<file path="config.mk">
export PLATFORM = sky130hd
export DESIGN_NAME = alu_seq_handshake_flat
export DESIGN_NICKNAME = d
export VERILOG_FILES = /design/src/rtl/alu_seq_handshake_if.sv /design/src/rtl/alu_seq_handshake.sv /design/src/flat_wrapper.sv
export SDC_FILE = /design/constraint.sdc
export NUM_CORES = 1
export LEC_CHECK = 0
export ABC_CLOCK_PERIOD_IN_PS = 2100
export CAP_MARGIN = 5
export CELL_PAD_IN_SITES_DETAIL_PLACEMENT = 0
export CELL_PAD_IN_SITES_GLOBAL_PLACEMENT = 2
export CORE_AREA = 3 3 199 201
export DETAILED_ROUTE_END_ITERATION = 10
export DIE_AREA = 0 0 202 204
export GPL_ROUTABILITY_DRIVEN = 0
export HOLD_SLACK_MARGIN = 0.1
export PLACE_DENSITY = 0.75
export SLEW_MARGIN = 5
export SYNTH_ARGS = -nofsm -noshare
export SYNTH_HDL_FRONTEND = slang
export SYNTH_SLANG_ARGS = --single-unit
export TNS_END_PERCENT = 30
</file>
<file path="constraint.sdc">
create_clock -name clk -period 2.1 [get_ports clk]
set_input_delay 0.315 -clock clk [delete_from_list [all_inputs] [get_ports clk]]
set_output_delay 0.315 -clock clk [all_outputs]
set_load 0.005 [all_outputs]
</file>
<file path="src/rtl/alu_seq_handshake_if.sv">
// Request/response bundle for alu_seq_handshake: op request with valid/ready,
// registered result with valid/ready. The slave side is the ALU.
interface alu_seq_handshake_if #(
  parameter int XLEN = 32
);
  logic            in_valid;
  logic            in_ready;
  logic [3:0]      op;
  logic [XLEN-1:0] src1_value;
  logic [XLEN-1:0] src2_value;
  logic [XLEN-1:0] imm;
  logic            use_imm;
  logic            out_valid;
  logic            out_ready;
  logic [XLEN-1:0] result;
  logic            zero;
  logic            illegal_op;

  modport slave (
    input  in_valid, op, src1_value, src2_value, imm, use_imm, out_ready,
    output in_ready, out_valid, result, zero, illegal_op
  );

  modport master (
    output in_valid, op, src1_value, src2_value, imm, use_imm, out_ready,
    input  in_ready, out_valid, result, zero, illegal_op
  );
endinterface

</file>
<file path="src/rtl/alu_seq_handshake.sv">
// Registered execute-stage ALU with valid/ready on both sides.
// Define ALU_MUL_EN to build the iterative multiplier (op 10); otherwise op 10 is illegal.
module alu_seq_handshake #(
  parameter int XLEN               = 32,
  parameter int MUL_BITS_PER_CYCLE = 1
) (
  input  logic               clk,
  input  logic               rst_n,
  input  logic               flush,
  alu_seq_handshake_if.slave bus
);
  localparam int SHW = $clog2(XLEN);

  if ((XLEN < 8) || ((XLEN & (XLEN - 1)) != 0) || ((XLEN % MUL_BITS_PER_CYCLE) != 0)) begin : g_bad_param
    $error("alu_seq_handshake: XLEN must be a power of 2 >= 8 and divisible by MUL_BITS_PER_CYCLE");
  end

`ifdef ALU_MUL_EN
  typedef enum logic [1:0] {S_IDLE = 2'd0, S_MUL = 2'd1, S_DONE = 2'd2} state_e;
  localparam int MUL_CYC = XLEN / MUL_BITS_PER_CYCLE;
  localparam int CW      = $clog2(MUL_CYC + 1);
  logic [XLEN-1:0] mul_a_q, mul_b_q, acc_q, mul_sum_d;
  logic [CW-1:0]   cnt_q;
`else
  typedef enum logic [1:0] {S_IDLE = 2'd0, S_DONE = 2'd2} state_e;
`endif

  state_e          state_q;
  logic [XLEN-1:0] result_q, alu_res_d, a_s, b_s;
  logic            zero_q, illegal_q, out_valid_q, alu_ill_d, in_ready_s, accept_s;
  logic [SHW-1:0]  shamt_s;

  assign a_s     = bus.src1_value;
  assign b_s     = bus.use_imm ? bus.imm : bus.src2_value;
  assign shamt_s = b_s[SHW-1:0];

  // Ready is combinational so a held result and a new request can swap on the same edge.
  always_comb begin
    in_ready_s = 1'b0;
    if (!rst_n || flush) begin
      in_ready_s = 1'b0;
    end else begin
      case (state_q)
        S_IDLE:  in_ready_s = 1'b1;
        S_DONE:  in_ready_s = bus.out_ready;
        default: in_ready_s = 1'b0;
      endcase
    end
  end

  assign accept_s = bus.in_valid && in_ready_s;

  // Single-cycle result; anything not decoded here is flagged illegal with a zero result.
  always_comb begin
    alu_res_d = '0;
    alu_ill_d = 1'b0;
    case (bus.op)
      4'd0:    alu_res_d = a_s + b_s;
      4'd1:    alu_res_d = a_s - b_s;
      4'd2:    alu_res_d = a_s << shamt_s;
      4'd3:    alu_res_d = {{(XLEN-1){1'b0}}, ($signed(a_s) < $signed(b_s))};
      4'd4:    alu_res_d = {{(XLEN-1){1'b0}}, (a_s < b_s)};
      4'd5:    alu_res_d = a_s ^ b_s;
      4'd6:    alu_res_d = a_s >> shamt_s;
      4'd7:    alu_res_d = $signed(a_s) >>> shamt_s;
      4'd8:    alu_res_d = a_s | b_s;
      4'd9:    alu_res_d = a_s & b_s;
`ifdef ALU_MUL_EN
      4'd10:   alu_res_d = '0;
`endif
      default: alu_ill_d = 1'b1;
    endcase
  end

`ifdef ALU_MUL_EN
  // Partial-product accumulation for the current slice of B.
  always_comb begin
    mul_sum_d = acc_q;
    for (int k = 0; k < MUL_BITS_PER_CYCLE; k++) begin
      if (mul_b_q[k]) begin
        mul_sum_d = mul_sum_d + (mul_a_q << k);
      end else begin
        mul_sum_d = mul_sum_d;
      end
    end
  end
`endif

  // Control FSM and all registered outputs.
  always_ff @(posedge clk or negedge rst_n) begin
    if (!rst_n) begin
      state_q     <= S_IDLE;
      result_q    <= '0;
      zero_q      <= 1'b0;
      illegal_q   <= 1'b0;
      out_valid_q <= 1'b0;
`ifdef ALU_MUL_EN
      mul_a_q     <= '0;
      mul_b_q     <= '0;
      acc_q       <= '0;
      cnt_q       <= '0;
`endif
    end else if (flush) begin
      state_q     <= S_IDLE;
      out_valid_q <= 1'b0;
`ifdef ALU_MUL_EN
      acc_q       <= '0;
      cnt_q       <= '0;
`endif
    end else begin
      case (state_q)
        S_IDLE, S_DONE: begin
          if (accept_s) begin
`ifdef ALU_MUL_EN
            if (bus.op == 4'd10) begin
              mul_a_q     <= a_s;
              mul_b_q     <= b_s;
              acc_q       <= '0;
              cnt_q       <= '0;
              out_valid_q <= 1'b0;
              state_q     <= S_MUL;
            end else
`endif
            begin
              result_q    <= alu_res_d;
              zero_q      <= (alu_res_d == '0);
              illegal_q   <= alu_ill_d;
              out_valid_q <= 1'b1;
              state_q     <= S_DONE;
            end
          end else if ((state_q == S_DONE) && bus.out_ready) begin
            out_valid_q <= 1'b0;
            state_q     <= S_IDLE;
          end
        end
`ifdef ALU_MUL_EN
        S_MUL: begin
          acc_q   <= mul_sum_d;
          mul_a_q <= mul_a_q << MUL_BITS_PER_CYCLE;
          mul_b_q <= mul_b_q >> MUL_BITS_PER_CYCLE;
          cnt_q   <= cnt_q + CW'(1);
          if (cnt_q == CW'(MUL_CYC - 1)) begin
            result_q    <= mul_sum_d;
            zero_q      <= (mul_sum_d == '0);
            illegal_q   <= 1'b0;
            out_valid_q <= 1'b1;
            state_q     <= S_DONE;
          end
        end
`endif
        default: begin
          out_valid_q <= 1'b0;
          state_q     <= S_IDLE;
        end
      endcase
    end
  end

  assign bus.in_ready   = in_ready_s;
  assign bus.out_valid  = out_valid_q;
  assign bus.result     = result_q;
  assign bus.zero       = zero_q;
  assign bus.illegal_op = illegal_q;
endmodule
</file>
<file path="src/flat_wrapper.sv">
// flat-port wrapper written by rule: the top's interface ports become plain ports
module alu_seq_handshake_flat 
#(
  parameter int XLEN               = 32,
  parameter int MUL_BITS_PER_CYCLE = 1
)
  (clk, rst_n, flush, bus_in_valid, bus_op, bus_src1_value, bus_src2_value, bus_imm, bus_use_imm, bus_out_ready, bus_in_ready, bus_out_valid, bus_result, bus_zero, bus_illegal_op);
  alu_seq_handshake_if #(.XLEN(XLEN)) bus_i ();
  input  logic clk;
  input  logic rst_n;
  input  logic flush;
  input wire logic [$bits(bus_i.in_valid)-1:0] bus_in_valid;
  input wire logic [$bits(bus_i.op)-1:0] bus_op;
  input wire logic [$bits(bus_i.src1_value)-1:0] bus_src1_value;
  input wire logic [$bits(bus_i.src2_value)-1:0] bus_src2_value;
  input wire logic [$bits(bus_i.imm)-1:0] bus_imm;
  input wire logic [$bits(bus_i.use_imm)-1:0] bus_use_imm;
  input wire logic [$bits(bus_i.out_ready)-1:0] bus_out_ready;
  output wire logic [$bits(bus_i.in_ready)-1:0] bus_in_ready;
  output wire logic [$bits(bus_i.out_valid)-1:0] bus_out_valid;
  output wire logic [$bits(bus_i.result)-1:0] bus_result;
  output wire logic [$bits(bus_i.zero)-1:0] bus_zero;
  output wire logic [$bits(bus_i.illegal_op)-1:0] bus_illegal_op;
  assign bus_i.in_valid = bus_in_valid;
  assign bus_i.op = bus_op;
  assign bus_i.src1_value = bus_src1_value;
  assign bus_i.src2_value = bus_src2_value;
  assign bus_i.imm = bus_imm;
  assign bus_i.use_imm = bus_use_imm;
  assign bus_i.out_ready = bus_out_ready;
  assign bus_in_ready = bus_i.in_ready;
  assign bus_out_valid = bus_i.out_valid;
  assign bus_result = bus_i.result;
  assign bus_zero = bus_i.zero;
  assign bus_illegal_op = bus_i.illegal_op;
  alu_seq_handshake #(.XLEN(XLEN), .MUL_BITS_PER_CYCLE(MUL_BITS_PER_CYCLE)) u_core (.clk(clk), .rst_n(rst_n), .flush(flush), .bus(bus_i));
endmodule
</file>
# Word-level counts from Yosys, hierarchy flattened
# Index checks and enable logic that the tools add are counted.
# word_totals
ff_bits	37
inputBits	106
word_cells	50
output_inout_bits	36
# op_classes
bitwise	4
eq_ne	11
n_reduce_logical	10
addsub	2
order_cmp	2
n_mux	13
shifts	3
# op_table
operator	n
$pmux 32 s10	1
$lt 32x32->1	2
$add 32x32->32	1
$and 32x32->32	1
$logic_not 32->1	1
$mux 32	1
$or 32x32->32	1
$shl 32x5->32	1
$shr 32x5->32	1
$sshr 32x5->32	1
$sub 32x32->32	1
$xor 32x32->32	1
$eq 4x3->1 const B	4
$reduce_or 10->1	1
$eq 4x2->1 const B	2
$eq 4x4->1 const B	2
$mux 2	4
$mux 1	6
$eq 4x1->1 const B	1
$logic_not 4->1	1
$ne 4x2->1 const B	1
$reduce_and 3->1	1
$eq 2x2->1 const B	1
$logic_and 1x1->1	2
6 further kinds	6

# Logic depth before layout (Yosys ltp)
# Gate-level depths: netlist of the first run.
# logic_depth
word_depth	7
depth_mapped	20
depth_no_buf	16

# Worst setup path before layout of the first run
# Ideal clock, no wire load.
# synth_path
path_kind	in2reg
start	input port bus_use_imm
end	register u_core.zero_q (netlist: u_core.bus.zero)
setup_time_ns	0.066
path_stages	17
t_arrival_ns	4.852
setup_slack_ns	-2.818
required_time_ns	2.034
path_buffers	4
path_cell_list	buf_6 > mux2i_4 > clkbuf_1 > buf_1 > buf_2 > ha_1 > or2_1 > a2111oi_2 > o211a_2 > a21oi_1 > a21oi_2 > a2111oi_0 > or3_1 > a31oi_1 > or4bb_1 > nor2_1 > a41o_1
# synth_via
elab_chain_len	4
word_cells_on_any_way	13
classes_between	add/sub: 2; order compare: 2; shift: 3; mux: 2; bitwise: 3; reduce/logical: 1
# synth_rtl
item	line	source
from (decl)	flat_wrapper.sv:17	input wire logic [$bits(bus_i.use_imm)-1:0] bus_use_imm;
$mux 32 (*)	alu_seq_handshake.sv:34	assign b_s = bus.use_imm ? bus.imm : bus.src2_value;
$sub 32x32->32 (tied with other cells)	alu_seq_handshake.sv:59	4'd1: alu_res_d = a_s - b_s;
$pmux 32 s10 (*)	alu_seq_handshake.sv:57	case (bus.op)
$logic_not 32->1 (*)	alu_seq_handshake.sv:126	zero_q <= (alu_res_d == '0);
to (signal assigned)	alu_seq_handshake.sv:126	
to (decl)	alu_seq_handshake.sv:30	logic zero_q, illegal_q, out_valid_q, alu_ill_d, in_ready_s, accept_s;
# Mark *: on every way between the ends. The rest lies on a longest branch, timed or not.
# A chain may end at the register's enable or synchronous reset.

# Final worst setup path of the first run
# Same ends and word-level chain as after synthesis.

==> results of run 1 <==
## through the flow
step | util [%] | hold WS (ns)
after global routing | 53.1 | 0.146
final | 53.1 | 0.118
after global placement | 47.7 | 0.419
after floorplan | - | 0.0194
after detailed placement | 47.7 | 0.428
after CTS | 52.1 | 0.129
## placed cells by master (no fill, tap or decap), drive strengths merged, types with 7 or more instances in the layout
cell type / netlist / final
nand2: 192 / 192
clkbuf: 80 / 7
a21oi: 97 / 97
a211oi: 30 / 30
a2111oi: 13 / 13
clkdlybuf4s50: 0 / 126
a221o: 8 / 8
o21ai: 101 / 101
nor3: 42 / 42
nor2: 128 / 128
o211a: 7 / 7
dfrtp: 35 / 35
o311ai: 9 / 9
xnor2: 7 / 7
inv: 92 / 92
nand4: 13 / 13
nor2b: 15 / 15
mux4: 47 / 47
o31ai: 11 / 11
a221oi: 15 / 15
o221ai: 17 / 17
ha: 99 / 99
dlygate4sd2: 0 / 12
o32ai: 9 / 9
and2: 10 / 10
o22ai: 13 / 13
nand2b: 14 / 14
nand3: 34 / 34
a21o: 19 / 19
mux2: 16 / 16
and3: 16 / 16
a31oi: 21 / 21
nor4: 27 / 27
o211ai: 25 / 25
a22oi: 24 / 24
mux2i: 97 / 97
o21bai: 7 / 7
or3: 10 / 10
buf: 36 / 695
## routing by layer
layer / vias to the layer above / part of all wire [%]
met3: 287 / 9.6
met2: 1149 / 44
met1: 7927 / 38
met5: - / 0
met4: 0 / 8.4
li1: 7351 / -
## final timing paths
path,from,to,slack (ns),cells after the start
min in group clk,u_core.bus.result[25],u_core.bus.result[25],0.47,2
min reg2reg,u_core.bus.result[25],u_core.bus.result[25],0.47,2
max reg2reg,u_core.state_q[1],u_core.bus.zero,-0.84,12
min,rst_n,u_core.bus.result[26],0.12,2
max in group asynchronous,rst_n,u_core.bus.result[12],1.66,2
max,bus_use_imm,u_core.bus.zero,-1.96,17
## cell families after synthesis
logic type               synth area share [%]
AO/OA/AOI/OAI                            30.5
XOR/XNOR                                0.851
adder cells (fa/ha/maj)                  11.3
buffers and inverters                    7.56
flip-flops                               7.73
multiplexers                             19.9
AND/OR/NAND/NOR                          22.2
## state kept, by name, indices dropped and copies added, names as in the netlist
register	cells
u_core.bus.result	32
u_core.bus.illegal_op	1
u_core.bus.zero	1
u_core.state_q	1
## repair_timing
action                     CTS  global route
cloned                       1             1
pin swaps                   84            49
hold buffers                 0             0
hold endpoints to repair     0             0
setup endpoints to repair   33            33
setup buffers               49            13
gates resized for setup    253            63
## power by group
part | switching [W] | leakage, nW | internal (W) | total, W
sequential | 0.0000847 | 0.449 | 0.000827 | 0.000912
combinational | 0.00344 | 8.48 | 0.00342 | 0.00687
clock | 0.000266 | 0.0727 | 0.000462 | 0.000728
## layout make-up
| class | count | share of cell area, % |
|---|---|---|
| clock inverters | 1 | 0.0250 |
| multi-input cells | 1305 | 54.7 |
| well taps | 511 | 3.19 |
| repair buffers | 835 | 35.3 |
| clock buffers | 6 | 0.693 |
| inverters | 94 | 1.82 |
| flip-flops and latches | 35 | 4.37 |
==> metrics, run 1 <==
Initial DRC Count=2016; clock transition at the register clock pins on the worst setup and hold paths after CTS=0.05 ns; final clock period utilization by the worst path=193%; io pins=142; arrival time at the worst endpoint=4.28 ns; most frequent cells after synthesis=nand2_1 (192), nor2_1 (127), o21ai_0 (101), ha_1 (99), a21oi_1 (96); global router's overall resource usage=32.7%; setup slack after placement=-2.78 ns; setup slack of the critical path after layout=-1.96 ns; drt via density=6.00; count of buffer and inverter cells on the critical path=6; total standard cell area after synthesis=11300 µm²; met1 usage in global routing=40.9%; top cell family by delay on the critical path=simple AND/OR/NAND/NOR gates; Total Power Consumption=0.00850 W; syn_area_per_cell=7.31 µm²; cell count after placement=2725; CP startpoint kind=input pin; DP Area=18000 µm²; Clock Latency Late Sink=0.28 ns; final standard cell count with taps included and fillers excluded=2787; starting density of the core=30.0%; maximum fanout count along the critical path=5; busiest layer in global routing=met2; number of inserted filler cells in the final layout=3606; leakage power total=9.00 nW; worst-case clock skew=0.00184 ns; setup tns final=-43.88 ns; dominant cell by count in the synthesized netlist=nand2_1; layout cell share with drive strength beyond 1=42.8%; critical setup path kind=input pin to flop; Final Max Tran Viols=0; hpwl dp=56700 µm; Fmax=246 MHz; Synth Warn #=0; capturing element type of the critical path=flop; pwr dens=424 nW/µm²; multi-input combinational cell area=11000 µm²; fraction of met3 tracks used by global routing=5.13%; Num CTS Buffers=5; final hold vios=0; max-cap viol count=0; via count of the first global-routing pass=16.6k; cells after synthesis=1550; final critical delay including setup and external delays=4.06 ns; Pre-antenna DRT Iters=9; fraction of registers with async set or reset after synthesis=100%; DRC violation count after routing=0; commonest register cell after synthesis=dfrtp_1; pin count of the biggest net entering global routing=47; first-pass GRT wire length=104000 µm; post-synthesis cell type count=91; IR Drop Worst-Case VDD=0.000292 V; gr ovfl total=0; slew at the pin with the worst max-slew slack=0.763 ns; Chip Width=202 µm; post-detailed-route count of antenna-violating nets=0; CTS root buffer=clkbuf_16; fraction of the yosys area taken by sequential cells=7.73%; Post-layout nets=2483; CP required=2.32 ns; unrepaired setup endpoints after global routing=yes; cell type with the largest total area after synthesis=ha_1; count of flip-flops with a built-in enable after synthesis=0; diode insertion count for antenna repair=0; area of the die=41200 µm²; cell area after layout=20100 µm²; standard-cell rows=71; post-synth net total=1757; cell with the largest stage delay on the worst path=or4b_4; top cell type's share of synthesized area=10.9%; CTS tree=yes; PortBufs=141; routing usage on met2=52.8%; min-delay worst type=input pin to asynchronous set/reset pin; initial antenna violation count=0; Slowest Stage Delay on Critical Path=0.56 ns; DR vias=16.7k; wire length per cell=25.2 µm; sequential cell area=876 µm²; top post-synthesis cells by area=ha_1 (11%), mux4_2 (9.3%), mux2i_1 (8.2%); final setup fails=33; Synth Register Bits=35; core area=37800 µm²; clk buf depth=2; violated checks=negative setup slack; Synth-to-Final Area Change=77.1%; number of clock sinks=35; die extent in y=204 µm; Critical Path, Cell by Cell=buf_8 -> buf_12 -> buf_6 -> mux2i_4 -> ha_4 -> buf_6 -> a2111oi_4 -> buf_4 -> nor4_2 -> o31ai_1 -> or4b_4 -> nor4_4 -> buf_4 -> nand4_1 -> nor4_2 -> and3_1 -> a41o_1; Slew Limit Headroom=49.1%; status=finished with violations; post-detailed-routing wire length=70300 µm; number of H-tree levels=2
Note: power is estimated with default switching activity, not from simulation.
==> run 2, diff against run 1 <==
CORE_AREA = 5 5 201 203   (was 3 3 199 201)
DIE_AREA = 0 0 206 208   (was 0 0 202 204)
HOLD_SLACK_MARGIN = default   (was 0.1)
==> metrics, run 2 (synthesis gave the netlist of run 1 again) <==
CTS root buffer=clkbuf_16 (unchanged); core area=38300 µm² (was 37800 µm²); most common cell after layout, fill and taps aside=buf_4 (unchanged); Reg2Reg Launch Point=u_core.state_q[1] (unchanged); final clock period utilization by the worst path=184% (was 193%); post-detailed-routing wire length=69000 µm (was 70300 µm); CP startpoint kind=input pin (unchanged); unrepaired setup endpoints after global routing=yes (unchanged); max FFs per register=32 (unchanged); global router's overall resource usage=30.8% (was 32.7%); max-cap viol count=0 (unchanged); Chip Width=206 µm (was 202 µm); DP Area=18100 µm² (was 18000 µm²); number of clock sinks=35 (unchanged); Post-layout nets=2479 (was 2483); setup tns final=-38.27 ns (was -43.88 ns); Final Max Tran Viols=0 (unchanged); capturing element type of the critical path=flop (unchanged); Critical Path, Cell by Cell=buf_12 -> buf_4 -> mux2i_4 -> buf_12 -> ha_4 -> or2_4 -> a2111oi_4 -> buf_4 -> o211a_4 -> buf_4 -> a21oi_4 -> a21oi_4 -> a2111oi_4 -> or3_4 -> a31oi_2 -> or4bb_1 -> nor2_1 -> a41o_1 (was buf_8 -> buf_12 -> buf_6 -> mux2i_4 -> ha_4 -> buf_6 -> a2111oi_4 -> buf_4 -> nor4_2 -> o31ai_1 -> or4b_4 -> nor4_4 -> buf_4 -> nand4_1 -> nor4_2 -> and3_1 -> a41o_1); Slowest Stage Delay on Critical Path=0.42 ns (was 0.56 ns); layout cell share with drive strength beyond 1=42.7% (was 42.8%); clk buf depth=2 (unchanged); maximum fanout count along the critical path=5 (unchanged); DRC violation count after routing=0 (unchanged); Clock Latency Late Sink=0.28 ns (about the same); via count of the first global-routing pass=16.4k (was 16.6k); R2R Setup Slk=-0.75 ns (was -0.84 ns); DR vias=16.5k (was 16.7k); status=finished with violations (unchanged); post-detailed-route count of antenna-violating nets=0 (unchanged); slew at the pin with the worst max-slew slack=0.924 ns (was 0.763 ns); hpwl dp=56300 µm (was 56700 µm); Pre-antenna DRT Iters=6 (was 9); most frequent cells in the layout=buf_4 (641), nand2_1 (184), nor2_1 (123), clkdlybuf4s50_1 (123), inv_1 (85) (was buf_4 (630), nand2_1 (183), clkdlybuf4s50_1 (126)); starting density of the core=29.6% (was 30.0%); CP most frequent cell=buf_4; Initial DRC Count=2154 (was 2016); final critical delay including setup and external delays=3.87 ns (was 4.06 ns); pwr dens=421 nW/µm² (was 424 nW/µm²); die extent in y=208 µm (was 204 µm); io pins=142 (unchanged); worst-case reg-to-reg path depth=13 (was 12); cell area after layout=19900 µm² (was 20100 µm²); critical setup path kind=input pin to flop (unchanged); pin count of the biggest net entering global routing=38 (was 47); worst-case clock skew=0.00423 ns (was 0.00184 ns); gr ovfl total=0 (unchanged); clock transition at the register clock pins on the worst setup and hold paths after CTS=0.05 ns (about the same); Slew Limit Headroom=38.3% (was 49.1%); PortBufs=141 (unchanged); leakage power total=8.94 nW (was 9.00 nW); diode insertion count for antenna repair=0 (unchanged); number of inserted filler cells in the final layout=3661 (was 3606); number of H-tree levels=2 (unchanged); initial antenna violation count=1 (was 0); drt via density=5.92 (was 6.00); standard-cell rows=72 (was 71); Fmax=259 MHz (was 246 MHz); arrival time at the worst endpoint=4.08 ns (was 4.28 ns); setup slack of the critical path after layout=-1.77 ns (was -1.96 ns); area of the die=42800 µm² (was 41200 µm²); final setup fails=33 (unchanged); first-pass GRT wire length=102000 µm (was 104000 µm); CP required=2.32 ns (about the same); CTS tree=yes (unchanged); final hold vios=0 (unchanged); IR Drop Worst-Case VDD=0.000308 V (was 0.000292 V); wire length per cell=24.7 µm (was 25.2 µm); min-delay worst type=input pin to asynchronous set/reset pin (unchanged); Worst Setup SP=bus_use_imm (unchanged); cell with the largest stage delay on the worst path=or4bb_1 (was or4b_4); Num CTS Buffers=5 (unchanged); Synth-to-Final Area Change=75.3% (was 77.1%); violated checks=negative setup slack (unchanged)
-- run 2: layer usage --
layer / track usage [%] / vias up / wire (µm)
met2: 48.3 / 1125 / 30600
met4: 18.4 / 2 / 5390
met3: 6.63 / 263 / 7170
met1: 38.6 / 7810 / 25800
li1: - / 7334 / -
met5: 0 / - / 11
-- run 2: report_power, final --
part	switching, W	internal (W)	leakage [nW]	total, W
clock network	0.000276	0.000505	0.0772	0.000781
registers	0.0000793	0.000826	0.449	0.000906
logic	0.00335	0.00332	8.41	0.00667
total	0.00370	0.00465	8.94	0.00835
-- run 2: layout make-up --
type | count | area (µm²) | share of cell area [%]
Clock buffer | 8 | 156 | 0.788
Inverter | 94 | 362 | 1.82
Multi-Input combinational cell | 1305 | 10900 | 54.8
Sequential cell | 35 | 876 | 4.41
Tap cell | 518 | 648 | 3.26
Timing Repair Buffer | 831 | 6940 | 35.0
-- run 2: final timing paths --
check | to
max in group asynchronous | u_core.bus.result[1]
setup / recovery | u_core.bus.zero
hold / removal | u_core.bus.result[0]
min in group clk | u_core.bus.result[0]
hold reg to reg | u_core.bus.result[0]
setup reg to reg | u_core.bus.zero
-- run 2: through the flow --
step / total power [W] / utilization, % / hold slack (ns) / instances / setup slack [ns]
floorplan: 0.00346 / - / 0.0194 / 1550 / -2.02
global placement: 0.00669 / 47.2 / 0.424 / 2744 / -2.47
detailed placement: 0.00672 / 47.2 / 0.435 / 2744 / -2.53
CTS: 0.00803 / 50.8 / 0.134 / 2783 / -1.81
global route: 0.00876 / 51.9 / 0.167 / 2791 / -1.91
finish: 0.00835 / 51.9 / 0.109 / 2791 / -1.77
-- run 2: worst max-delay path: cells and delay by family --
kind | cells | cell delay [ns]
mux | 1 | 0.26
buf+inv | 5 | 0.73
simple gates | 4 | 1.13
fa+ha+maj | 1 | 0.21
compound gates | 7 | 1.42
-- run 2: timing repair --
action	in CTS	in global routing
pin swaps	70	38
hold buffers	0	0
buffers inserted	35	9
setup endpoints to repair	33	33
resized for setup	227	68
gates cloned	0	0
